### config.mk
export PLATFORM = sky130hd
export DESIGN_NAME = fa32_seq
export DESIGN_NICKNAME = d
export VERILOG_FILES = /design/src/rtl/fa32_seq_pkg.sv /design/src/rtl/fa32_seq_fa32.sv /design/src/rtl/fa32_seq.sv
export SDC_FILE = /design/constraint.sdc
export NUM_CORES = 1
export LEC_CHECK = 0
export CAP_MARGIN = 20
export CORE_UTILIZATION = 51
export CTS_CLUSTER_SIZE = 12
export DETAILED_ROUTE_END_ITERATION = 7
export PLACE_DENSITY_LB_ADDON = 0.2
export SLEW_MARGIN = 0
export SYNTH_ARGS = -nofsm -noshare
export SYNTH_HDL_FRONTEND = slang
export SYNTH_SLANG_ARGS = --single-unit
### constraint.sdc
create_clock -name clk -period 4.2 [get_ports clk]
set_clock_uncertainty 0.15 [all_clocks]
set_input_delay 0.84 -clock clk [delete_from_list [all_inputs] [get_ports clk]]
set_output_delay 0.84 -clock clk [all_outputs]
set_load 0.05 [all_outputs]
### src/rtl/fa32_seq_pkg.sv
// Shared constants and FSM state encoding for the fa32_seq multi-precision adder.
package fa32_seq_pkg;

    localparam int WORD_W = 32;

    typedef enum logic [1:0] {
        IDLE = 2'd0,
        RUN  = 2'd1,
        DONE = 2'd2
    } fa32_seq_state_t;

endpackage

### src/rtl/fa32_seq_fa32.sv
// Single 32-bit combinational full adder reused word by word by fa32_seq.
module fa32
    import fa32_seq_pkg::*;
(
    input  logic [WORD_W-1:0] a,
    input  logic [WORD_W-1:0] b,
    input  logic              cin,
    output logic [WORD_W-1:0] sum,
    output logic              cout
);

    assign {cout, sum} = (WORD_W+1)'(a) + (WORD_W+1)'(b) + (WORD_W+1)'(cin);

endmodule

### src/rtl/fa32_seq.sv
// Sequential WORDS x 32-bit adder, one word per cycle, LS word first.
// Optional subtract mode (sub port, B inverted, carry forced to 1) under `FA32_SEQ_SUB_EN.
module fa32_seq
    import fa32_seq_pkg::*;
#(
    parameter  int WORDS = 4,
    localparam int W     = WORD_W * WORDS
)
(
    input  logic            clk,
    input  logic            rst_n,
    input  logic            start_valid,
    output logic            start_ready,
    input  logic [W-1:0]    a,
    input  logic [W-1:0]    b,
    input  logic            cin,
`ifdef FA32_SEQ_SUB_EN
    input  logic            sub,
`endif
    output logic            done_valid,
    input  logic            done_ready,
    output logic [W-1:0]    sum,
    output logic            cout,
    output logic            busy,
    output fa32_seq_state_t dbg_state
);

    // Handshakes: a transfer happens on a rising edge where valid && ready are
    // both high. start_ready is high only in IDLE, done_valid only in DONE;
    // neither side's valid depends combinationally on the other side's ready.

    localparam int              IDX_W    = $clog2(WORDS);
    localparam logic [IDX_W-1:0] IDX_LAST = IDX_W'(WORDS - 1);

    fa32_seq_state_t state_q, state_d;

    logic [WORDS-1:0][WORD_W-1:0] a_q;
    logic [WORDS-1:0][WORD_W-1:0] b_q;
    logic [WORDS-1:0][WORD_W-1:0] sum_q;
    logic                         carry_q;
    logic                         cout_q;
    logic [IDX_W-1:0]             idx_q;

    logic              accept;
    logic              step;
    logic              last;
    logic [W-1:0]      b_in;
    logic              carry_in;
    logic [WORD_W-1:0] add_sum;
    logic              add_cout;

    assign last = (idx_q == IDX_LAST);

    // Subtraction is a + ~b + 1; the inversion happens once, at capture.
    always_comb begin
        b_in     = b;
        carry_in = cin;
`ifdef FA32_SEQ_SUB_EN
        if (sub) begin
            b_in     = ~b;
            carry_in = 1'b1;
        end
`endif
    end

    always_ff @(posedge clk or negedge rst_n) begin
        if (!rst_n) begin
            state_q <= IDLE;
        end else begin
            state_q <= state_d;
        end
    end

    always_comb begin
        state_d     = state_q;
        start_ready = 1'b0;
        done_valid  = 1'b0;
        busy        = 1'b0;
        accept      = 1'b0;
        step        = 1'b0;
        case (state_q)
            IDLE: begin
                start_ready = 1'b1;
                if (start_valid) begin
                    accept  = 1'b1;
                    state_d = RUN;
                end
            end
            RUN: begin
                busy = 1'b1;
                step = 1'b1;
                if (last) begin
                    state_d = DONE;
                end
            end
            DONE: begin
                busy       = 1'b1;
                done_valid = 1'b1;
                // A start_valid in this cycle is deliberately not taken.
                if (done_ready) begin
                    state_d = IDLE;
                end
            end
            default: begin
                state_d = IDLE;
            end
        endcase
    end

    fa32 u_fa32 (
        .a    (a_q[idx_q]),
        .b    (b_q[idx_q]),
        .cin  (carry_q),
        .sum  (add_sum),
        .cout (add_cout)
    );

    always_ff @(posedge clk or negedge rst_n) begin
        if (!rst_n) begin
            a_q     <= '0;
            b_q     <= '0;
            sum_q   <= '0;
            carry_q <= 1'b0;
            cout_q  <= 1'b0;
            idx_q   <= '0;
        end else if (accept) begin
            a_q     <= a;
            b_q     <= b_in;
            carry_q <= carry_in;
            sum_q   <= '0;
            cout_q  <= 1'b0;
            idx_q   <= '0;
        end else if (step) begin
            sum_q[idx_q] <= add_sum;
            carry_q      <= add_cout;
            if (last) begin
                cout_q <= add_cout;
            end else begin
                idx_q <= idx_q + 1'b1;
            end
        end
    end

    assign sum       = sum_q;
    assign cout      = cout_q;
    assign dbg_state = state_q;

endmodule

# Yosys cells after proc, flatten, opt, wreduce, memory -nomap -nowiden
# Cells that the tools add are included.
dict set report op_classes {
  reduce_logical 8
  addsub 3
  magnitude_cmp 2
  muxes 27
  n_eq_ne 7
}
# op n
set op_table {}
lappend op_table {{$mux W128} 2}
lappend op_table {{$bmux W32 S2} 2}
lappend op_table {{$bwmux W128} 1}
lappend op_table {{$mux W32} 3}
lappend op_table {{$demux W32 S2} 1}
lappend op_table {{$add A32 B32 Y33} 1}
lappend op_table {{$add A33 B1 Y33} 1}
lappend op_table {{$mux W2} 6}
lappend op_table {{$mux W1} 11}
lappend op_table {{$ne A2 B2 Y1 const B} 4}
lappend op_table {{$pmux W2 S3} 1}
lappend op_table {{$eq A2 B2 Y1 const B} 2}
lappend op_table {{$reduce_and A2 Y1} 2}
lappend op_table {{$reduce_bool A2 Y1} 2}
lappend op_table {{$lt A2 B3 Y1 const B} 1}
lappend op_table {{$reduce_and A3 Y1} 1}
lappend op_table {{$add A2 B1 Y2 const B} 1}
lappend op_table {{$eq A2 B1 Y1 const B} 1}
lappend op_table {{$ge A2 B1 Y1 const B} 1}
lappend op_table {{$logic_not A2 Y1} 1}
lappend op_table {{$reduce_or A2 Y1} 1}
lappend op_table {{$logic_and A1 B1 Y1} 1}
dict set report totals {
  word_cells 63
  regBits 390
  in_bits 261
}

# Longest topological paths before layout
# Gate-level depths: netlist (run 1).
dict set report depth {
  ltp_word 7
  mapped_depth 13
}

# Hierarchy
# From an unflattened synthesis (run 1), not the netlist that was laid out.
dict set report unflattened {
  hier_cells 1886
  hier_area_um2 18168.7
}
# module cells_each n_inst seq_area_each_um2 area_per_inst_um2
set by_module_without_submodules {}
lappend by_module_without_submodules {fa32_seq 1627 1 9759.4 16314.4}
lappend by_module_without_submodules {fa32 259 1 0.0 1854.3}

# Worst setup path after synthesis (run 1)
# Ideal clock, no wire load.
dict set report synth_path {
  path_kind {register to register}
  start {register idx_q[0]}
  end {register sum_q (netlist bit sum[122])}
  stages_incl_launch_ff 13
  required_time_ns 3.929
  setup_slack_ns 0.520
  t_arrival_ns 3.409
  period_less_slack_ns 3.680
  cell_sequence {dfrtp_1 > buf_2 > buf_2 > mux4_2 > ha_1 > a21o_1 > or3_1 > o32ai_2 > nand2_1 > or2_1 > a31oi_1 > xnor2_1 > a22o_1}
}
dict set report synth_via {
  elab_chain_cells 7
  word_cells_on_any_way 14
  classes_between {add/sub (2); order compare (2); mux (9); reduce/logical (1)}
}
# item line
set synth_rtl {}
lappend synth_rtl {{from (decl)} fa32_seq.sv:42} ;# logic [IDX_W-1:0] idx_q;
lappend synth_rtl {{from (signal assigned)} fa32_seq.sv:139} ;# idx_q <= idx_q + 1'b1;
lappend synth_rtl {{$bmux W32 S2 (tied with other cells)} fa32_seq.sv:111} ;# .a (a_q[idx_q]),
lappend synth_rtl {{$mux W32 (implied by the code) (tied with other cells)} fa32_seq.sv:111}
lappend synth_rtl {{$add A32 B32 Y33 / $mux W32 (equally long branches)} {fa32_seq_fa32.sv:12, fa32_seq.sv:134}}
lappend synth_rtl {{$add A33 B1 Y33 / $demux W32 S2 (equally long branches)} {fa32_seq_fa32.sv:12, fa32_seq.sv:134}}
lappend synth_rtl {{$bwmux W128 (*)} fa32_seq.sv:134} ;# sum_q[idx_q] <= add_sum;
lappend synth_rtl {{$mux W128 (*)} fa32_seq.sv:133} ;# end else if (step) begin
lappend synth_rtl {{$mux W128 (*)} fa32_seq.sv:126} ;# end else if (accept) begin
lappend synth_rtl {{to (signal, indexed assignment)} fa32_seq.sv:134}
lappend synth_rtl {{to (decl)} fa32_seq.sv:39} ;# logic [WORDS-1:0][WORD_W-1:0] sum_q;
# Mark *: on every way between the ends. The rest lies on a longest branch, timed or not. The select of a mux whose other input is x is not followed.
# A chain may end at the register's enable or synchronous reset.

# Final worst setup path (run 1)
dict set report layout_path {
  start {register idx_q[0]}
  end {register sum_q (netlist bit sum[87])}
}
# Same word-level chain as after synthesis.

==> results of run 1 <==
-- synthesized netlist by cell type, types with 3 or more instances --
master,n
o21ai_1,3
ha_1,38
a21boi_0,4
nand2b_1,3
nand3_1,13
xnor2_1,16
nand2_1,855
a21oi_1,63
a22o_1,76
clkbuf_8,6
clkbuf_1,87
nand4_1,10
buf_1,6
and2_1,6
buf_6,3
inv_1,13
nor3_1,9
o21bai_1,3
a32o_1,4
dfrtp_1,390
mux2i_1,3
a31oi_1,5
o21a_1,5
a21o_1,13
mux4_2,64
nor2_1,34
o21ai_0,45
and3_1,6
a211oi_1,3
nor2b_1,6
buf_2,6
xor2_1,11
-- sequential cells by signal, indices dropped and copies added, names as in the netlist --
| name | count |
|---|---|
| dbg_state | 2 |
| cout | 1 |
| sum | 128 |
| idx_q | 2 |
| carry_q | 1 |
| a_q | 128 |
| b_q | 128 |
-- kinds of logic (layout without fill, tap and decap cells) --
logic type	Yosys count	count (layout)	synth area share [%]
AND/OR/NAND/NOR	956	956	20.79
flip-flops	390	390	54.13
AO/OA/AOI/OAI	247	247	9.555
buffers and inverters	125	498	3.199
multiplexers	67	67	8.160
adder cells (fa/ha/maj)	40	40	2.859
XOR/XNOR	27	27	1.311
other	0	3	0
-- worst register-to-register path, delay by kind of cell, from the launching register on --
kind	cells	cell delay (ps)
AO/OA/AOI/OAI	5	1180
multiplexers	1	560
flip-flops	1	480
adder cells (fa/ha/maj)	1	460
AND/OR/NAND/NOR	2	400
XOR/XNOR	1	280
buffers and inverters	1	250
-- routing by layer --
metal / vias to the layer above / part of all wire, % / track usage, %
met5: - / 0 / 0
met4: 0 / 2.7 / 8.778
met3: 99 / 8.1 / 6.051
met2: 658 / 46 / 46.95
met1: 7287 / 44 / 44.15
li1: 6882 / - / -
-- worst paths after layout --
path	from	end	slack [ps]
min	rst_n	a_q[115]	230
min in group clk	b_q[98]	b_q[98]	320
max reg2reg	idx_q[0]	sum[87]	270
max	idx_q[0]	sum[87]	270
min reg2reg	b_q[98]	b_q[98]	320
max in group asynchronous	rst_n	a_q[34]	2690
-- power groups by stage --
stage | registers (mW) | clock network (mW) | logic (mW)
after global placement | 6.33 | 0 | 12.6
after CTS | 6.33 | 3.47 | 12.9
final | 6.33 | 3.43 | 13.0
after floorplan | 7.39 | 0 | 7.65
after global routing | 6.53 | 3.61 | 14.1
after detailed placement | 6.38 | 0 | 12.9
-- final cells by class --
type	count	area, um^2
sequential	390	9767
inverter	13	48.80
tap	455	569.3
fill	2636	11030
multi-input combinational	1337	7716
clock buffer	60	1147
clock inverter	7	92.59
antenna	3	7.507
timing repair buffer	418	4249
-- through the flow --
step	instances	hold slack, ps	worst slack, ps	area, um^2	total power, mW
after global routing	2681	270.0	36.05	23590	24.23
after floorplan	1852	290.3	520.4	18030	15.04
after global placement	2612	302.6	398.8	22340	18.97
after detailed placement	2612	307.4	365.3	22340	19.25
after CTS	2679	238.0	328.0	23580	22.73
final	2683	233.4	274.1	23600	22.76
==> run_results.csv, run 1 <==
group,metric,value,unit
sta,fin_crit_sh,93.47,%
yosys,synth_fp_nets,2153,
clock_tree,clk_path_buf_depth,3,
critical_path,path_class,"reg2reg",
layout,layout_commonest_cell,"nand2_1",
layout,drive_above_1_share,7.506,%
floorplan,std_cell_rows,68,
critical_path,cp.depth,11,
global_route,grt.total_usage,30.54,%
detailed_routing,drt_iter0_markers,1330,
sta,setup_violations,0,
clock_tree,postCtsSetupRepairBufs,0,
sta,hold_viol_final,0,
clock_tree,cts_sinks,390,
layout,nets,2502,
floorplan,initial_utilization,52.07,%
sta,period_needed,3926,ps
detailed_routing,drt-pass1-iter-count,5,
floorplan,core_area,34630,um^2
floorplan,fp.dieH,190.0,um
detailed_routing,postRouteAntennaNets,0,
detailed_routing,vias_per_cell,5.563,
sta,rsz0062_at_grt,"false",
critical_path,crit_fanout,9,
clock_tree,clk_pin_slew,60,ps
pwr,p_switching,10.76,mW
critical_path,slowest_stage,"mux4_2",
placement,io_buffers,394,
floorplan,dieArea,36110,um^2
yosys,synth-seq-cells,390,
yosys,synth_ff_type,"dfrtp_1",
detailed_routing,finalWirelength,53.66,mm
global_route,grt_start_max_net_pins,183,
global_route,grt_overflow,0,
clock_tree,cts_resized,0,
yosys,synth-seq-area-share,54.13,%
yosys,post_synth_instance_area,18030,um^2
sta,drv_slew,0,
yosys,synthCells,1852,
pwr,p_clk_share,15.1,%
floorplan,boundaryPins,395,
clock_tree,cts_tree,"built",
yosys,synth_edf_count,0,
critical_path,cpLargestDelayFamily,"compound AO/OA/AOI/OAI gates",
global_route,antenna_found_initial,2,
global_route,first_global_vias,15038,
yosys,ys_async_sr_fraction,100.0,%
layout,layout_common_cells,"854 x nand2_1, 393 x clkdlybuf4s50_1, 388 x dfrtp_1, 76 x a22o_1, 64 x mux4_2",
yosys,yosysTopAreaCell,"dfrtp_1",
clock_tree,worst_skew_pair.late_latency,550,ps
detailed_routing,drc,0,
critical_path,cp.arrival,4160,ps
sta,worstMarginPinSlew,1140,ps
detailed_routing,wl_per_cell,20.00,um
critical_path,r2r_cells,11,
layout,postLayoutCoreUtil,68.15,%
critical_path,cp_slowest_stage_delay,560,ps
pwr,pwr-share-comb,57.1,%
pwr,netSwitchingFraction,47.28,%
critical_path,critical_path_buf_inv_count,1,
critical_path,path_cells,"buf_4, mux4_2, ha_1, and2_1, nor3b_1, o21ai_0, a21oi_1, a21boi_0, o21ai_1, xnor2_1, o21ai_0",
critical_path,end_kind,"flop",
yosys,synth_top_area_share,54.13,%
hold_path,hold_class,"in2async",
clock_tree,numCtsBuffers,41,
yosys,yosys_warnings,0,
placement,hpwl,39.27,mm
global_route,grt_pass1_wl,84.60,mm
sta,relSlewSlack,24.00,%
critical_path,start_kind,"flop",
clock_tree,htree_levels,2,
pwr,power_frac_seq,27.8,%
detailed_routing,route.vias.total,14926,
outcome,status,"finished clean",
sta,timing.fmax,254.7,MHz
yosys,avgSynthCellArea,9.736,um^2
pwr,ir_drop,0.0005614,V
pwr,intPower,12.00,mW
placement,gp_congestion,0.8809,
clock_tree,cts_hold_buf,0,
yosys,synth.area.top_cells,"dfrtp_1 54%, nand2_1 18%, mux4_2 8.0%",
pwr,leakagePower,11.30,nW
critical_path,worstPathRequired,4440,ps
clock_tree,clock-root-buffer,"clkbuf_16",
sta,tns,0,ps
critical_path,cpMostUsedCell,"o21ai_0",
yosys,netlist-cell-type-count,64,
job,drv_cap,0,
layout,syn_to_final_growth,30.87,%
floorplan,die_w,190.0,um
pwr,power_density,964.5,nW/um^2
(Power assumes the default switching activity.)
==> inputs of run 2 (changes only) <==
REMOVE_ABC_BUFFERS = 1   (was unset)
==> run_results.csv, run 2 (synthesis gave the netlist of run 1 again) <==
group,metric,value,unit
critical_path,cp.arrival,4280,ps
global_route,first_global_vias,14912,
sta,rsz0062_at_grt,"false",
sta,relSlewSlack,28.67,%
detailed_routing,route.vias.total,14852,
sta,drv_slew,0,
detailed_routing,vias_per_cell,5.546,
floorplan,initial_utilization,52.07,%
sta,worstMarginPinSlew,1068,ps
floorplan,std_cell_rows,68,
clock_tree,cts_resized,0,
clock_tree,htree_levels,2,
pwr,pwr-share-comb,57.2,%
placement,dp_slack,276.1,ps
floorplan,boundaryPins,395,
placement,gp_congestion,0.8873,
placement,numPlacedInstances,2614,
critical_path,crit_fanout,40,
global_route,antenna_found_initial,0,
floorplan,dieArea,36110,um^2
critical_path,end_kind,"flop",
layout,nets,2503,
critical_path,path_class,"reg2reg",
placement,io_buffers,394,
clock_tree,worst_skew_pair.late_latency,530,ps
pwr,intPower,11.99,mW
detailed_routing,drt_iter0_markers,1169,
pwr,p_clk_share,14.7,%
clock_tree,clock-root-buffer,"clkbuf_16",
layout,postLayoutCoreUtil,68.15,%
floorplan,core_area,34630,um^2
pwr,ir_drop,0.0006090,V
detailed_routing,finalWirelength,51.92,mm
clock_tree,postCtsSetupRepairBufs,0,
pwr,p_switching,10.52,mW
sta,timing.fmax,252.4,MHz
layout,layout_commonest_cell,"nand2_1",
hold_path,hold_class,"in2async",
detailed_routing,wl_per_cell,19.39,um
clock_tree,cts_tree,"built",
pwr,total_power,22.51,mW
layout,drive_above_1_share,7.557,%
clock_tree,clk_path_buf_depth,3,
placement,postPlaceCellArea,22380,um^2
pwr,netSwitchingFraction,46.75,%
critical_path,start_kind,"flop",
global_route,grt.total_usage,29.41,%
outcome,status,"finished clean",
detailed_routing,drc,0,
layout,fin_area,23600,um^2
pwr,power_density,953.9,nW/um^2
global_route,grt_overflow,0,
sta,fin_crit_sh,94.34,%
sta,worst_slack,237.9,ps
global_route,grt_pass1_wl,82.15,mm
job,drv_cap,0,
clock_tree,numCtsBuffers,40,
sta,period_needed,3962,ps
layout,syn_to_final_growth,30.88,%
pwr,leakagePower,11.31,nW
detailed_routing,postRouteAntennaNets,0,
layout,final_cells,2678,
layout,layout_common_cells,"854 x nand2_1, 393 x clkdlybuf4s50_1, 388 x dfrtp_1, 76 x a22o_1, 64 x mux4_2",
sta,hold_viol_final,0,
sta,setup_violations,0,
layout,num_antenna_cells,0,
pwr,power_frac_seq,28.1,%
clock_tree,cts_hold_buf,0,
clock_tree,cts_sinks,390,
floorplan,fp.dieH,190.0,um
placement,hpwl,37.11,mm
global_route,grt_start_max_net_pins,117,
clock_tree,clk_pin_slew,70,ps
detailed_routing,drt-pass1-iter-count,5,
floorplan,die_w,190.0,um
critical_path,worstPathRequired,4520,ps
==> run 2: final timing paths <==
path,from,endpoint,slack [ps],depth (start not counted)
hold / removal,rst_n,b_q[71],210,1
max in group asynchronous,rst_n,sum[51],2710,2
hold reg to reg,a_q[43],a_q[43],320,2
setup / recovery,idx_q[0],sum[31],240,11
min in group clk,a_q[43],a_q[43],320,2
setup reg to reg,idx_q[0],sum[31],240,11
==> run 2: critical path, stage by stage, from the launching register on <==
cell     delay [ps]
dfrtp_4         460
buf_12          290
mux4_2          570
ha_1            450
and2_1          220
nor3b_1         190
o21ai_0         160
a21oi_1         300
a31oi_1         200
o21ai_1         300
xor2_1          350
a22o_1          180
==> run 2: power by group through the flow <==
stage	Combinational (mW)	Sequential (mW)	Clock, mW
after floorplan	7.55	7.55	0
after global routing	13.9	6.49	3.52
after global placement	12.4	6.28	0
after detailed placement	12.7	6.34	0
final	12.9	6.32	3.31
after CTS	12.8	6.31	3.36
==> run 2: metal layers <==
layer	part of all wire, %	up-vias	track usage (%)	wire length (um)
met1	43	7277	41.71	22370
met2	47	625	46.60	24360
li1	-	6859	-	-
met3	6.7	91	4.132	3461
met4	3.3	0	10.20	1732
met5	0	-	0	0
==> run 2: layout make-up <==
type / instances / area [um^2]
tap: 455 / 569.3
clock inverter: 4 / 27.53
timing repair buffer: 420 / 4284
fill: 2672 / 11030
multi-input combinational: 1337 / 7739
inverter: 13 / 48.80
sequential: 390 / 9767
clock buffer: 59 / 1164
==> run 2: metrics by stage <==
step	TNS [ps]	hold slack [ps]
floorplan	-1135730	290.3
global placement	0	302.5
detailed placement	0	307.5
CTS	0	237.0
global route	0	268.3
finish	0	213.3
